==> config.mk <==
export PLATFORM = sky130hd
export DESIGN_NAME = simple_cpu_controller
export DESIGN_NICKNAME = d
export VERILOG_FILES = /design/src/rtl/simple_cpu_controller.sv
export SDC_FILE = /design/constraint.sdc
export NUM_CORES = 1
export LEC_CHECK = 0
export ABC_AREA = 1
export CAP_MARGIN = 20
export CORE_UTILIZATION = 45
export DETAILED_ROUTE_END_ITERATION = 8
export GPL_TIMING_DRIVEN = 1
export PLACE_DENSITY = 0.74
export SLEW_MARGIN = 40
export SYNTH_ARGS = -nofsm -noshare
export SYNTH_HDL_FRONTEND = slang
export SYNTH_SLANG_ARGS = --single-unit
export TNS_END_PERCENT = 20
==> constraint.sdc <==
create_clock -name clk -period 2.4 [get_ports clk]
set_clock_uncertainty 0.05 [all_clocks]
set_input_delay 0.48 -clock clk [delete_from_list [all_inputs] [get_ports clk]]
set_output_delay 0.48 -clock clk [all_outputs]
set_load 0.01 [all_outputs]
==> src/rtl/simple_cpu_controller.sv <==
// -----------------------------------------------------------------------------
// simple_cpu_controller
//
// Control unit for the SimpleCPU. Owns the program counter (PC) and the
// instruction register (IR). Fetches 16-bit instructions from instruction
// memory, decodes them and sequences LOAD / STORE / ADD / SUB / LDC / JMPZ /
// HALT by driving every datapath and data-memory control input. It consumes
// the datapath's RF_Rp_zero flag to resolve conditional jumps.
//
// Ports
//   clk            in   1     system clock, rising edge
//   rst            in   1     asynchronous, active-low reset
//   I_addr         out  PC_W  instruction memory address (= PC)
//   I_rd           out  1     instruction memory read strobe
//   I_data         in   16    instruction word, combinational read
//   D_addr         out  DA_W  data memory address (= IR[7:0])
//   D_rd / D_wr    out  1     data memory read / write strobes
//   RF_W_data      out  8     load-constant value (= IR[7:0])
//   RF_s1, RF_s0   out  1     RF write mux: 00 ALU, 01 DM_Din, 10 RF_W_data
//   RF_W_addr/_wr  out  4/1   RF write address / enable
//   RF_Rp_addr/_rd out  4/1   RF read port P address / enable
//   RF_Rq_addr/_rd out  4/1   RF read port Q address / enable
//   alu_s1, alu_s0 out  1     ALU op: 00 pass A, 01 A+B, 10 A-B
//   RF_Rp_zero     in   1     datapath flag: port P read data is zero
//   halted         out  1     high while in HALT
//
// Timing: FETCH, DECODE, EXECUTE -> 3 cycles per instruction; a taken JMPZ
// adds a JTAKE cycle (4); a NOP returns to FETCH straight from DECODE (2).
// -----------------------------------------------------------------------------
module simple_cpu_controller #(
   parameter int PC_W = 16,
   parameter int DA_W = 8
) (
   input  logic            clk,
   input  logic            rst,
   output logic [PC_W-1:0] I_addr,
   output logic            I_rd,
   input  logic [15:0]     I_data,
   output logic [DA_W-1:0] D_addr,
   output logic            D_rd,
   output logic            D_wr,
   output logic [7:0]      RF_W_data,
   output logic            RF_s1,
   output logic            RF_s0,
   output logic [3:0]      RF_W_addr,
   output logic            RF_W_wr,
   output logic [3:0]      RF_Rp_addr,
   output logic            RF_Rp_rd,
   output logic [3:0]      RF_Rq_addr,
   output logic            RF_Rq_rd,
   output logic            alu_s1,
   output logic            alu_s0,
   input  logic            RF_Rp_zero,
   output logic            halted
);

   typedef enum logic [3:0] {
      S_INIT,
      S_FETCH,
      S_DECODE,
      S_LOAD,
      S_STORE,
      S_ADD,
      S_LDC,
      S_SUB,
      S_JMPZ,
      S_JTAKE,
      S_HALT
   } state_e;

   localparam logic [3:0] OP_LOAD  = 4'b0000;
   localparam logic [3:0] OP_STORE = 4'b0001;
   localparam logic [3:0] OP_ADD   = 4'b0010;
   localparam logic [3:0] OP_LDC   = 4'b0011;
   localparam logic [3:0] OP_SUB   = 4'b0100;
   localparam logic [3:0] OP_JMPZ  = 4'b0101;
   localparam logic [3:0] OP_HALT  = 4'b1111;

   state_e          state_q, state_d;
   logic [PC_W-1:0] pc_q, pc_d;
   logic [15:0]     ir_q, ir_d;

   // Instruction fields, always taken from the latched IR.
   logic [3:0]      opcode;
   logic [3:0]      f_a, f_b, f_c;
   logic [7:0]      f_d;
   logic [PC_W-1:0] jump_target;

   assign opcode = ir_q[15:12];
   assign f_a    = ir_q[11:8];
   assign f_b    = ir_q[7:4];
   assign f_c    = ir_q[3:0];
   assign f_d    = ir_q[7:0];

   // PC already points past the JMPZ when JTAKE executes, so the -1 makes the
   // offset relative to the JMPZ itself (d = 0 re-executes the jump).
   assign jump_target = pc_q + {{(PC_W-8){f_d[7]}}, f_d} - PC_W'(1);

   // --------------------------------------------------------------------------
   // State register
   // --------------------------------------------------------------------------
   // NOTE: sequential state uses non-blocking assignments so every register
   // samples the pre-edge values computed by the combinational processes.
   always_ff @(posedge clk or negedge rst) begin
      if (!rst) begin
         state_q <= S_INIT;
         pc_q    <= '0;
         ir_q    <= '0;
      end else begin
         state_q <= state_d;
         pc_q    <= pc_d;
         ir_q    <= ir_d;
      end
   end

   // --------------------------------------------------------------------------
   // Next-state logic (state, PC, IR)
   // --------------------------------------------------------------------------
   // NOTE: every signal written here gets a hold/default value first, so no
   // path through the case statement can infer a latch.
   always_comb begin
      state_d = state_q;
      pc_d    = pc_q;
      ir_d    = ir_q;
      unique case (state_q)
         S_INIT: begin
            pc_d    = '0;
            state_d = S_FETCH;
         end
         S_FETCH: begin
            ir_d    = I_data;
            pc_d    = pc_q + PC_W'(1);
            state_d = S_DECODE;
         end
         S_DECODE: begin
            case (opcode)
               OP_LOAD:  state_d = S_LOAD;
               OP_STORE: state_d = S_STORE;
               OP_ADD:   state_d = S_ADD;
               OP_LDC:   state_d = S_LDC;
               OP_SUB:   state_d = S_SUB;
               OP_JMPZ:  state_d = S_JMPZ;
               OP_HALT:  state_d = S_HALT;
               default:  state_d = S_FETCH;  // unassigned opcodes act as NOP
            endcase
         end
         S_LOAD, S_STORE, S_ADD, S_LDC, S_SUB: begin
            state_d = S_FETCH;
         end
         S_JMPZ: begin
            // Rp is being read from RF[a] this cycle; its zero flag decides.
            state_d = RF_Rp_zero ? S_JTAKE : S_FETCH;
         end
         S_JTAKE: begin
            pc_d    = jump_target;
            state_d = S_FETCH;
         end
         S_HALT: begin
            state_d = S_HALT;
         end
         default: begin
            state_d = S_INIT;
         end
      endcase
   end

   // --------------------------------------------------------------------------
   // Moore outputs, decoded from state and IR
   // --------------------------------------------------------------------------
   always_comb begin
      // I_addr mirrors the PC; it only matters while I_rd is high.
      I_addr     = pc_q;
      I_rd       = 1'b0;
      D_addr     = '0;
      D_rd       = 1'b0;
      D_wr       = 1'b0;
      RF_W_data  = '0;
      RF_s1      = 1'b0;
      RF_s0      = 1'b0;
      RF_W_addr  = '0;
      RF_W_wr    = 1'b0;
      RF_Rp_addr = '0;
      RF_Rp_rd   = 1'b0;
      RF_Rq_addr = '0;
      RF_Rq_rd   = 1'b0;
      alu_s1     = 1'b0;
      alu_s0     = 1'b0;
      halted     = 1'b0;
      unique case (state_q)
         S_FETCH: begin
            I_rd = 1'b1;
         end
         S_LOAD: begin
            D_rd      = 1'b1;
            D_addr    = ir_q[DA_W-1:0];
            RF_s0     = 1'b1;
            RF_W_addr = f_a;
            RF_W_wr   = 1'b1;
         end
         S_STORE: begin
            D_wr       = 1'b1;
            D_addr     = ir_q[DA_W-1:0];
            RF_Rp_addr = f_a;
            RF_Rp_rd   = 1'b1;
         end
         S_ADD, S_SUB: begin
            RF_Rp_addr = f_b;
            RF_Rp_rd   = 1'b1;
            RF_Rq_addr = f_c;
            RF_Rq_rd   = 1'b1;
            alu_s1     = (state_q == S_SUB);
            alu_s0     = (state_q == S_ADD);
            RF_W_addr  = f_a;
            RF_W_wr    = 1'b1;
         end
         S_LDC: begin
            RF_W_data = f_d;
            RF_s1     = 1'b1;
            RF_W_addr = f_a;
            RF_W_wr   = 1'b1;
         end
         S_JMPZ: begin
            RF_Rp_addr = f_a;
            RF_Rp_rd   = 1'b1;
         end
         S_HALT: begin
            halted = 1'b1;
         end
         default: begin
            // INIT, DECODE and JTAKE drive no strobes.
         end
      endcase
   end

endmodule
==> impl_results.md, run 1 <==
- Result of the run: finished with violations
- Violated checks: negative setup slack
- Longest Clk Path Bufs: 2
- Crit-path slowest cell: clkdlybuf4s50_1
- Critical path's most frequent cell: nor2_2
- Starting DRT DRC Count: 175
- Synth Area in Compound Gates: 10.1%
- Slowest cell delay on critical path: 0.53 ns
- Filler instances: roughly 640
- Area Overhead vs Synth: 37.4%
- Post-synth ARST share: 100%
- GR Overflow Total: 0
- Net count, final: 667
- WP data required: 1.87 ns
- CTS clk-pin slew, worst paths: 0.08 ns
- Clk_lat worst skew: just under 0.3 ns
- Post-DRT Antenna Nets: 0
- Multi-input logic area: 2070 um2
- Layout cell share with drive strength beyond 1: 12.1%
- Synth Cell Area: ~3300 um2
- R2R cell count: 15
- Area leader, netlist: dfrtp_1
- Fmax: ~420 MHz
- Largest net degree at the start of global routing: 47
- Root Driver: clkbuf_8
- Most common cell in the synthesized netlist: nand2_1
- CTS H-tree lvls: 2
- CP Max Fanout: 5
- Tcrit/Tclk final: 100%
- First-pass GRT wire length: roughly 16 mm
- Syn nets: 580
- Final Hold Vio Count: 0
- Cell family with most CP delay: buffers and inverters
- Seq. cell area: 902 um2
- Rel. slew slack: 49.2%
- Fraction of synthesized cell area in xor and xnor cells: less than 1%
- Mux share of post-synthesis cell area: 0%
- Main combinational cell family by area after synthesis: simple AND/OR/NAND/NOR gates
- Number of synthesized flops with an enable pin: 0
- Per-cell routed wire length: 13.5 um
- Max-cap viol count: 0
- Core Region: 6940 um2
- Critical path class: flip-flop to output port
- Synth top cells by count: 145 x nand2_1, 117 x inv_1, 59 x nor2_1
- Via/cell ratio: ~5
- Stages on worst setup path: 7
- Vias in the first global route: 3333
- Die width: 87.7 um
- # port buffers: 73
- Top_reg_cell synth: dfrtp_1
- Final min period: 2.41 ns
- RePlAce Congestion: around 0.86
- Setup violations, final: 1
- Synth cell types: 32
- Warnings, synthesis: 0
- DRC Markers: 0
- Initial antenna violation count: 0
- Data arrival time of the worst path: roughly 1.9 ns
- WL final: 9.66 mm
- Hpwl dp: 7.22 mm
- Gr usage total: about a quarter
- Pre-Repair DR Iteration Count: 6
- CTS sink cnt: 36
- Register area share after synthesis: 27.3%
- Slew Viols, Final: 0
- CTS Buf Count: 5
- Ant diodes: 0
- Post-synth top area share: around 27%
- CTS tree: yes
- Setup TNS: -0.00682 ns
- IO Count: 74
- Buffers and inverters on the worst path: 3
- Peak VDD IR: between 0.7 and 0.8 mV
- Die Y-Extent: 87.7 um
- Setup crit start kind: flip-flop
- PD cells: approximately 1500 nW/um2
- Hold WC Path Type: input pin to asynchronous set/reset pin
- CP Capture Type: output port
- RSZ-0062 raised after global routing: true
- Setup WS post-layout: -0.00682 ns
- Area after DPL: 4180 um2
- Top cells by area, synth: dfrtp_1 27%, nand2_1 16%, inv_1 13%
- Placement Rows: 30
- Measured slew at the worst slew-check pin: 0.760 ns
- Initial core utilization: 47.6%
- Leakage power: 2.50 nW
- Synth Area in Adders: a little under an eighth
- Flops & latches, synth: 36
- Final instance area: 4540 um2
- Die area: 7690 um2
- Crit path cell chain: buf_4 > nor2_1 > inv_1 > nor2_2 > nor2_2 > nand2_1 > clkdlybuf4s50_1
- Syn Area/Cell: 6.23 um2
- Vias: 3580
- Mapped Cells: 530
- Post-synthesis simple-gate area fraction: 34.6%
[layer usage]
metal / track usage [%] / share of wire (%) / wire length [um]
met5: 0 / 0 / 0
met4: 6.41 / 1.4 / 139
met3: 4.15 / 5.8 / 562
met2: 46.1 / 48 / 4670
met1: 32.8 / 44 / 4290
[power breakdown]
| part | total (mW) | internal [mW] | switching (mW) |
|---|---|---|---|
| logic | 5.21 | 2.05 | 3.16 |
| registers | 1.00 | 0.841 | 0.161 |
| clock network | 0.551 | 0.308 | 0.244 |
[cells by family (layout without fill, tap and decap cells)]
logic type                 count (synthesis)  count (layout)
AOI/OAI and AO/OA                         60              60
xor gates and xnor gates                   1               1
adders and majority gates                 31              31
buffers and inverters                    132             220
DFF                                       36              36
and+or+nand+nor                          270             270
[stage by stage]
stage                     setup WS [ns]  power [mW]  util [%]  std cells  hold WS, ns
after detailed placement         0.0672        5.56      60.2        700        0.404
after CTS                       -0.0445        6.13      61.7        709       0.0886
after global placement            0.176        5.44      59.8        699        0.468
after global routing            -0.0882        7.51      65.4        714        0.105
final                          -0.00682        6.76      65.4        714       0.0852
after floorplan                   0.309        4.27         -        530        0.134
[final cells by class]
type | instances | area share, %
repair buffers | 88 | 19.2
multi-input cells | 362 | 45.5
well taps | 96 | 2.65
clock buffers | 5 | 1.52
inverters | 124 | 10.3
clock inverters | 3 | 0.937
flip-flops and latches | 36 | 19.9
[flip-flops by register name, indices dropped and copies added (netlist names)]
register  count
I_addr       16
state_q       4
ir_q         16
[repair_timing]
item	4_1_cts	5_1_grt
setup endpoints to repair	30	21
pin swaps	0	2
gates resized for setup	28	34
setup buffers	1	5
hold buffers	0	0
[placed cells by master, fill, tap and decap left out, types with 2 or more instances in the layout]
master           netlist  routed
o221ai_1               2       2
inv_2                  7       9
nor3_1                 3       3
o22ai_1                4       4
clkinvlp_4             0       2
a21oi_2                0       2
ha_4                   0      11
dlymetal6s2s_1         0       8
nor2_1                59      50
clkdlybuf4s50_1        0      44
o21ai_1                3       3
nand2_1              145     142
nand4_1                5       5
dfrtp_1               36      35
nand3b_1               3       3
nor2_4                 2       3
ha_1                  30      19
buf_4                  5      12
dlygate4sd2_1          0      20
nand2_2                2       5
a21oi_1               18      16
nor2_2                 5      13
inv_1                117     114
o21ai_0               28      27
nand3_1               43      43
clkbuf_8               0       5
[path summary, 6_finish.rpt]
path / startpoint / to / slack, ns
worst max-delay path: state_q[2] / RF_Rp_rd / -0.007
worst min-delay path: rst / I_addr[10] / 0.09
worst max register to register: ir_q[7] / I_addr[14] / 0.12
worst min register to register: I_addr[14] / I_addr[14] / 0.48
max in group asynchronous: rst / state_q[0] / 1.76
min in group clk: I_addr[14] / I_addr[14] / 0.48
Note: power is estimated with default switching activity, not from simulation.
==> run 2: changes to the inputs <==
SETUP_SLACK_MARGIN = 0.2   (was not set)
==> run 2 against run 1 <==
Compared with the run above: the run now ends clean; global-route usage rose by 0.14 points; critical path depth grew 8; setup slack improved by 0.14 ns; first-iteration DRC count rose by 24%; maximum frequency increased by 6.1%; via count is 4.6% higher; total power grew 18%; clock-buffer cell count did not move.
==> impl_results.md, run 2 (synthesis gave the netlist of run 1 again) <==
- Vias in the first global route: 3347
- Comb pwr share: 80.4%
- Vias: 3743
- R2R cell count: 15
- Longest Clk Path Bufs: 2
- Setup crit start kind: flip-flop
- Dpl ws: 0.0672 ns
- WP data required: around 2.6 ns
- P_sw: 4.31 mW
- Area Overhead vs Synth: 45.9%
- CP Max Fanout: 7
- Internal: 3.68 mW
- Worst R2R Start: ir_q[7]
- Hold WC Path Type: input pin to asynchronous set/reset pin
- Hold buffer count at cts: 0
- Per-cell routed wire length: 14.5 um
- CTS sink cnt: 36
- Setup TNS: 0 ns
- Layout cell share with drive strength beyond 1: 25.2%
- Slew Viols, Final: 0
- Post-DRT Antenna Nets: 0
- Pre-Repair DR Iteration Count: 5
- Critical path class: flip-flop to flip-flop
- Net count, final: ~680
- Worst r2r dst: I_addr[14]
- Hpwl dp: 7.22 mm
- Die Y-Extent: approximately 90 um
- Peak VDD IR: 0.790 mV
- Max-cap viol count: 0
- Placement Rows: 30
- Final core area utilization: 69.4%
- Clock power share: 6.9%
- Result of the run: finished clean
- First-pass GRT wire length: 15.7 mm
- RePlAce Congestion: between 0.8 and 0.9
- Sw Share: between 50% and 60%
- Rel. slew slack: roughly half
- CTS tree: yes
- Measured slew at the worst slew-check pin: 0.753 ns
- Critical Path Start: ir_q[7]
- Via/cell ratio: 5.18
- Most frequent cells in the layout: 124 x nand2_1, 99 x inv_1, 42 x nor2_1, 36 x nand3_1
- GR Overflow Total: 0
- Initial antenna violation count: 0
- Ant diodes: 0
- Root Driver: clkbuf_8
- Sequential share of power: 12.7%
- R2R Setup Slk: between 0.1 and 0.15 ns
- Die width: approximately 90 um
- Die area: a little under 8000 um2
- WL final: 10.4 mm
- RSZ-0062 raised after global routing: true
- IO Count: 74
- Core Region: a little under 7000 um2
- Worst Setup EP: I_addr[14]
- Starting DRT DRC Count: 217
- Final Hold Vio Count: 0
- Leakage power: 2.57 nW
- Clk_lat worst skew: about 0.29 ns
- Setup WS post-layout: roughly 0.13 ns
- Largest net degree at the start of global routing: 47
- # port buffers: 73
- Final min period: 2.27 ns
- Initial core utilization: 47.6%
- Most common cell after layout, fill and taps aside: nand2_1
- PD cells: 1660 nW/um2
- CTS clk-pin slew, worst paths: ~0.080 ns
- Setup violations, final: 0
- CP Capture Type: flip-flop
- Data arrival time of the worst path: 2.45 ns
- Tcrit/Tclk final: 94.5%
- Gr usage total: 26.1%
- Fmax: 441 MHz
- CTS Buf Count: 5
- CTS H-tree lvls: 2
- DRC Markers: 0
-- run 2: changes by cell type in the layout (fill, tap and decap cells not counted), sizes merged --
| cell | previous run | this run |
|---|---|---|
| clkdlybuf4s50 | 44 | 33 |
| dlymetal6s2s | 8 | 7 |
| dlygate4sd2 | 20 | 15 |
| clkbuf | 5 | 18 |
| clkdlybuf4s15 | 0 | 2 |
| buf | 16 | 27 |
-- run 2: final cells by class --
cell class              instances  area (um2)
fillers                       565        2120
inverters                     124         472
multi-input cells             362        2340
clock inverters                 3        42.5
clock buffers                   5        68.8
well taps                      96         120
flip-flops and latches         36         905
repair buffers                 97         872
-- run 2: how the worst min path moves through the flow --
stage	start	to	slack [ns]	depth (start not counted)
2_1_floorplan	rst	I_addr[0]	0.13	0
3_5_place_dp	rst	ir_q[0]	0.40	1
3_3_place_gp	I_addr[14]	I_addr[14]	0.47	2
6_report	rst	ir_q[0]	0.08	1
4_1_cts	rst	ir_q[12]	0.09	1
5_1_grt	rst	ir_q[12]	0.10	1
-- run 2: metrics by stage --
| step | cells | cell area (um2) | total power [mW] | hold slack (ns) |
|---|---|---|---|---|
| finish | 723 | 4820 | 7.99 | 0.0816 |
| global route | 723 | 4820 | 8.71 | 0.104 |
| CTS | 713 | 4350 | 6.19 | 0.0885 |
| detailed placement | 700 | 4180 | 5.56 | 0.404 |
| global placement | 699 | 4150 | 5.44 | 0.468 |
| floorplan | 530 | 3300 | 4.27 | 0.134 |
-- run 2: routing by layer --
layer  vias to the layer above  wire (um)  global-route usage (%)
li1                       1835          -                       -
met5                         -          0                       0
met2                       126       5210                    46.5
met4                         0        147                    6.41
met1                      1766       4540                    33.2
met3                        16        546                    3.68
-- run 2: worst max-delay path, stage by stage (launching register included) --
cell and delay [ns]:
dfrtp_1 0.40, clkinvlp_4 0.13, buf_12 0.16, buf_8 0.12, ha_4 0.26, inv_2 0.04
ha_4 0.26, nand2_1 0.09, nand2_2 0.06, inv_1 0.06, nand2_2 0.06, a21oi_2 0.15
nand2_1 0.08, nand2_1 0.09, nand3_2 0.09, nand3_1 0.09
-- run 2: power groups by stage --
| stage | combinational [mW] | clock [mW] | sequential, mW |
|---|---|---|---|
| 6_report | 6.43 | 0.551 | 1.01 |
| 5_1_grt | 7.09 | 0.577 | 1.04 |
| 4_1_cts | 4.63 | 0.556 | 0.997 |
| 3_5_place_dp | 4.56 | 0 | 1.01 |
| 3_3_place_gp | 4.44 | 0 | 1.00 |
| 2_1_floorplan | 3.24 | 0 | 1.03 |
-- run 2: timing repair --
action / in CTS / in global routing
buffers inserted: 5 / 10
setup endpoints to repair: 42 / 41
resized for setup: 55 / 132
pin swaps: 1 / 29
==> run 3: changes to the inputs <==
PLACE_DENSITY = not set   (was 0.74)
PLACE_DENSITY_LB_ADDON = 0.25   (was not set)
==> run 3 against run 2 <==
Compared with the run above: first-iteration DRC count shrank 18%; clock power shrank 17%; global-route usage shrank 0.56 points; cell area shrank 4.2%; core utilization shrank 2.9 points; setup slack lost 0.067 ns.
==> impl_results.md, run 3 (synthesis gave the netlist of run 1 again) <==
- Post-DRT Antenna Nets: 0
- R2R cell count: 14
- Setup TNS: 0 ns
- Die Y-Extent: 87.7 um
- Per-cell routed wire length: 13.7 um
- Most frequent cells in the layout: 138 x nand2_1, 109 x inv_1, 46 x nor2_1, 42 x nand3_1, 34 x clkdlybuf4s50_1
- Final Hold Vio Count: 0
- Most common cell after layout, fill and taps aside: nand2_1
- Critical path class: flip-flop to flip-flop
- Tcrit/Tclk final: a little over nine tenths
- CP Max Fanout: 5
- Crit-path slowest cell: dfrtp_2
- CTS Buf Count: 5
- Setup crit start kind: flip-flop
- Initial core utilization: 47.6%
- Area after DPL: 4150 um2
- Ant diodes: 0
- CTS sink cnt: 36
- Vias: 3659
- RePlAce Congestion: 0.894
- Slew Viols, Final: 0
- Worst R2R Start: ir_q[7]
- Rel. slew slack: 51.3%
- Area Overhead vs Synth: 39.8%
- Setup WS post-layout: 0.0652 ns
- WHS: between 0.06 and 0.07 ns
- Crit path cell chain: clkinvlp_4 > buf_6 > ha_4 > inv_1 > ha_4 > nand2_4 > nor2_4 > inv_1 > nor2_1 > nand2_1 > nand2_1 > nand2_1 > nand3_1 > nand3_1
- CTS tree: yes
- Starting DRT DRC Count: 179
- Via/cell ratio: 5.08
- Core Region: 6940 um2
- Largest net degree at the start of global routing: 47
- Clk_lat worst skew: 0.28 ns
- Hold WC Path Type: input pin to asynchronous set/reset pin
- # port buffers: 73
- Vias in the first global route: 3344
- Critical path's most frequent cell: nand2_1
- Met2 Use GR: a little under half
- Most Crowded Layer GR: met2
- GR Overflow Total: 0
- IO Count: 74
- Max-cap viol count: 0
- PD cells: 1540 nW/um2
- Final core area utilization: 66.5%
- RSZ-0062 raised after global routing: true
- DRC Markers: 0
- First-pass GRT wire length: 15.3 mm
- Setup violations, final: 0
- Hpwl dp: 7.15 mm
- CP Capture Type: flip-flop
- Die width: 87.7 um
- Worst r2r dst: I_addr[14]
- Longest Clk Path Bufs: 2
- Fmax: 428 MHz
- Die area: just under 8000 um2
- Final instance area: 4620 um2
- Placement Rows: 30
- Data arrival time of the worst path: 2.45 ns
- Met1 Use GR: about a third
- Net count, final: 673
- Initial antenna violation count: 0
- Final min period: 2.33 ns
- Dpl ws: a little over 0.09 ns
- Peak VDD IR: just over 0.7 mV
- Gr usage total: roughly 26%
- Result of the run: finished clean
- WP data required: 2.51 ns
- CTS H-tree lvls: 2
- R2R Setup Slk: 0.07 ns
- WL final: 9.85 mm
- Root Driver: clkbuf_8
- Pre-Repair DR Iteration Count: 5
- Leakage power: approximately 2.5 nW
- Worst Setup EP: I_addr[14]
- Layout cell share with drive strength beyond 1: 18.3%
- Met3 Track Usage GR: 3.49%
- Slowest cell delay on critical path: around 0.43 ns
- CTS clk-pin slew, worst paths: 0.07 ns
- Critical Path Start: ir_q[7]
- Measured slew at the worst slew-check pin: roughly 0.73 ns
run 3: how the worst min path moves through the flow:
| stage | from | to | slack (ns) | cells after the start |
|---|---|---|---|---|
| 6_report | rst | ir_q[4] | 0.06 | 1 |
| 4_1_cts | rst | ir_q[8] | 0.07 | 1 |
| 3_5_place_dp | rst | ir_q[4] | 0.38 | 1 |
| 3_3_place_gp | rst | ir_q[3] | 0.38 | 1 |
| 5_1_grt | rst | ir_q[8] | 0.08 | 1 |
| 2_1_floorplan | rst | I_addr[0] | 0.13 | 0 |
run 3: stage by stage:
stage / cells / power (mW)
after floorplan: 530 / 4.27
after global placement: 698 / 5.44
after detailed placement: 698 / 5.54
after CTS: 707 / 6.20
after global routing: 720 / 7.85
final: 720 / 7.11
run 3: final cells by class:
class	instances	area (um2)
Tap cell	96	120
Clock buffer	6	82.6
Timing Repair Buffer	93	855
Sequential cell	36	908
Clock inverter	2	10.0
Multi-Input combinational cell	362	2160
Timing Repair inverter	1	7.51
Inverter	124	474
Fill cell	619	2330
run 3: where the power goes:
group          switching [mW]  internal [mW]
Clock                   0.225          0.229
Sequential              0.193          0.848
Combinational            3.40           2.22
run 3: worst max-delay path: cells and delay by family, from the launching register on:
family / cells / cell delay (ns)
flops: 1 / 0.43
buf+inv: 4 / 0.49
simple gates: 8 / 0.71
fa+ha+maj: 2 / 0.56
run 3: per-layer routing:
metal / wire length [um] / vias up
met5: 0 / -
met1: 4290 / 1686
met4: 127 / 0
li1: - / 1823
met3: 515 / 11
met2: 4920 / 139
run 3: timing repair:
item                       CTS  global route
setup endpoints to repair   39            46
hold buffers                 0             0
gates cloned                 0             1
resized for setup           60            71
pin swaps                    2            10
buffers inserted             1            12
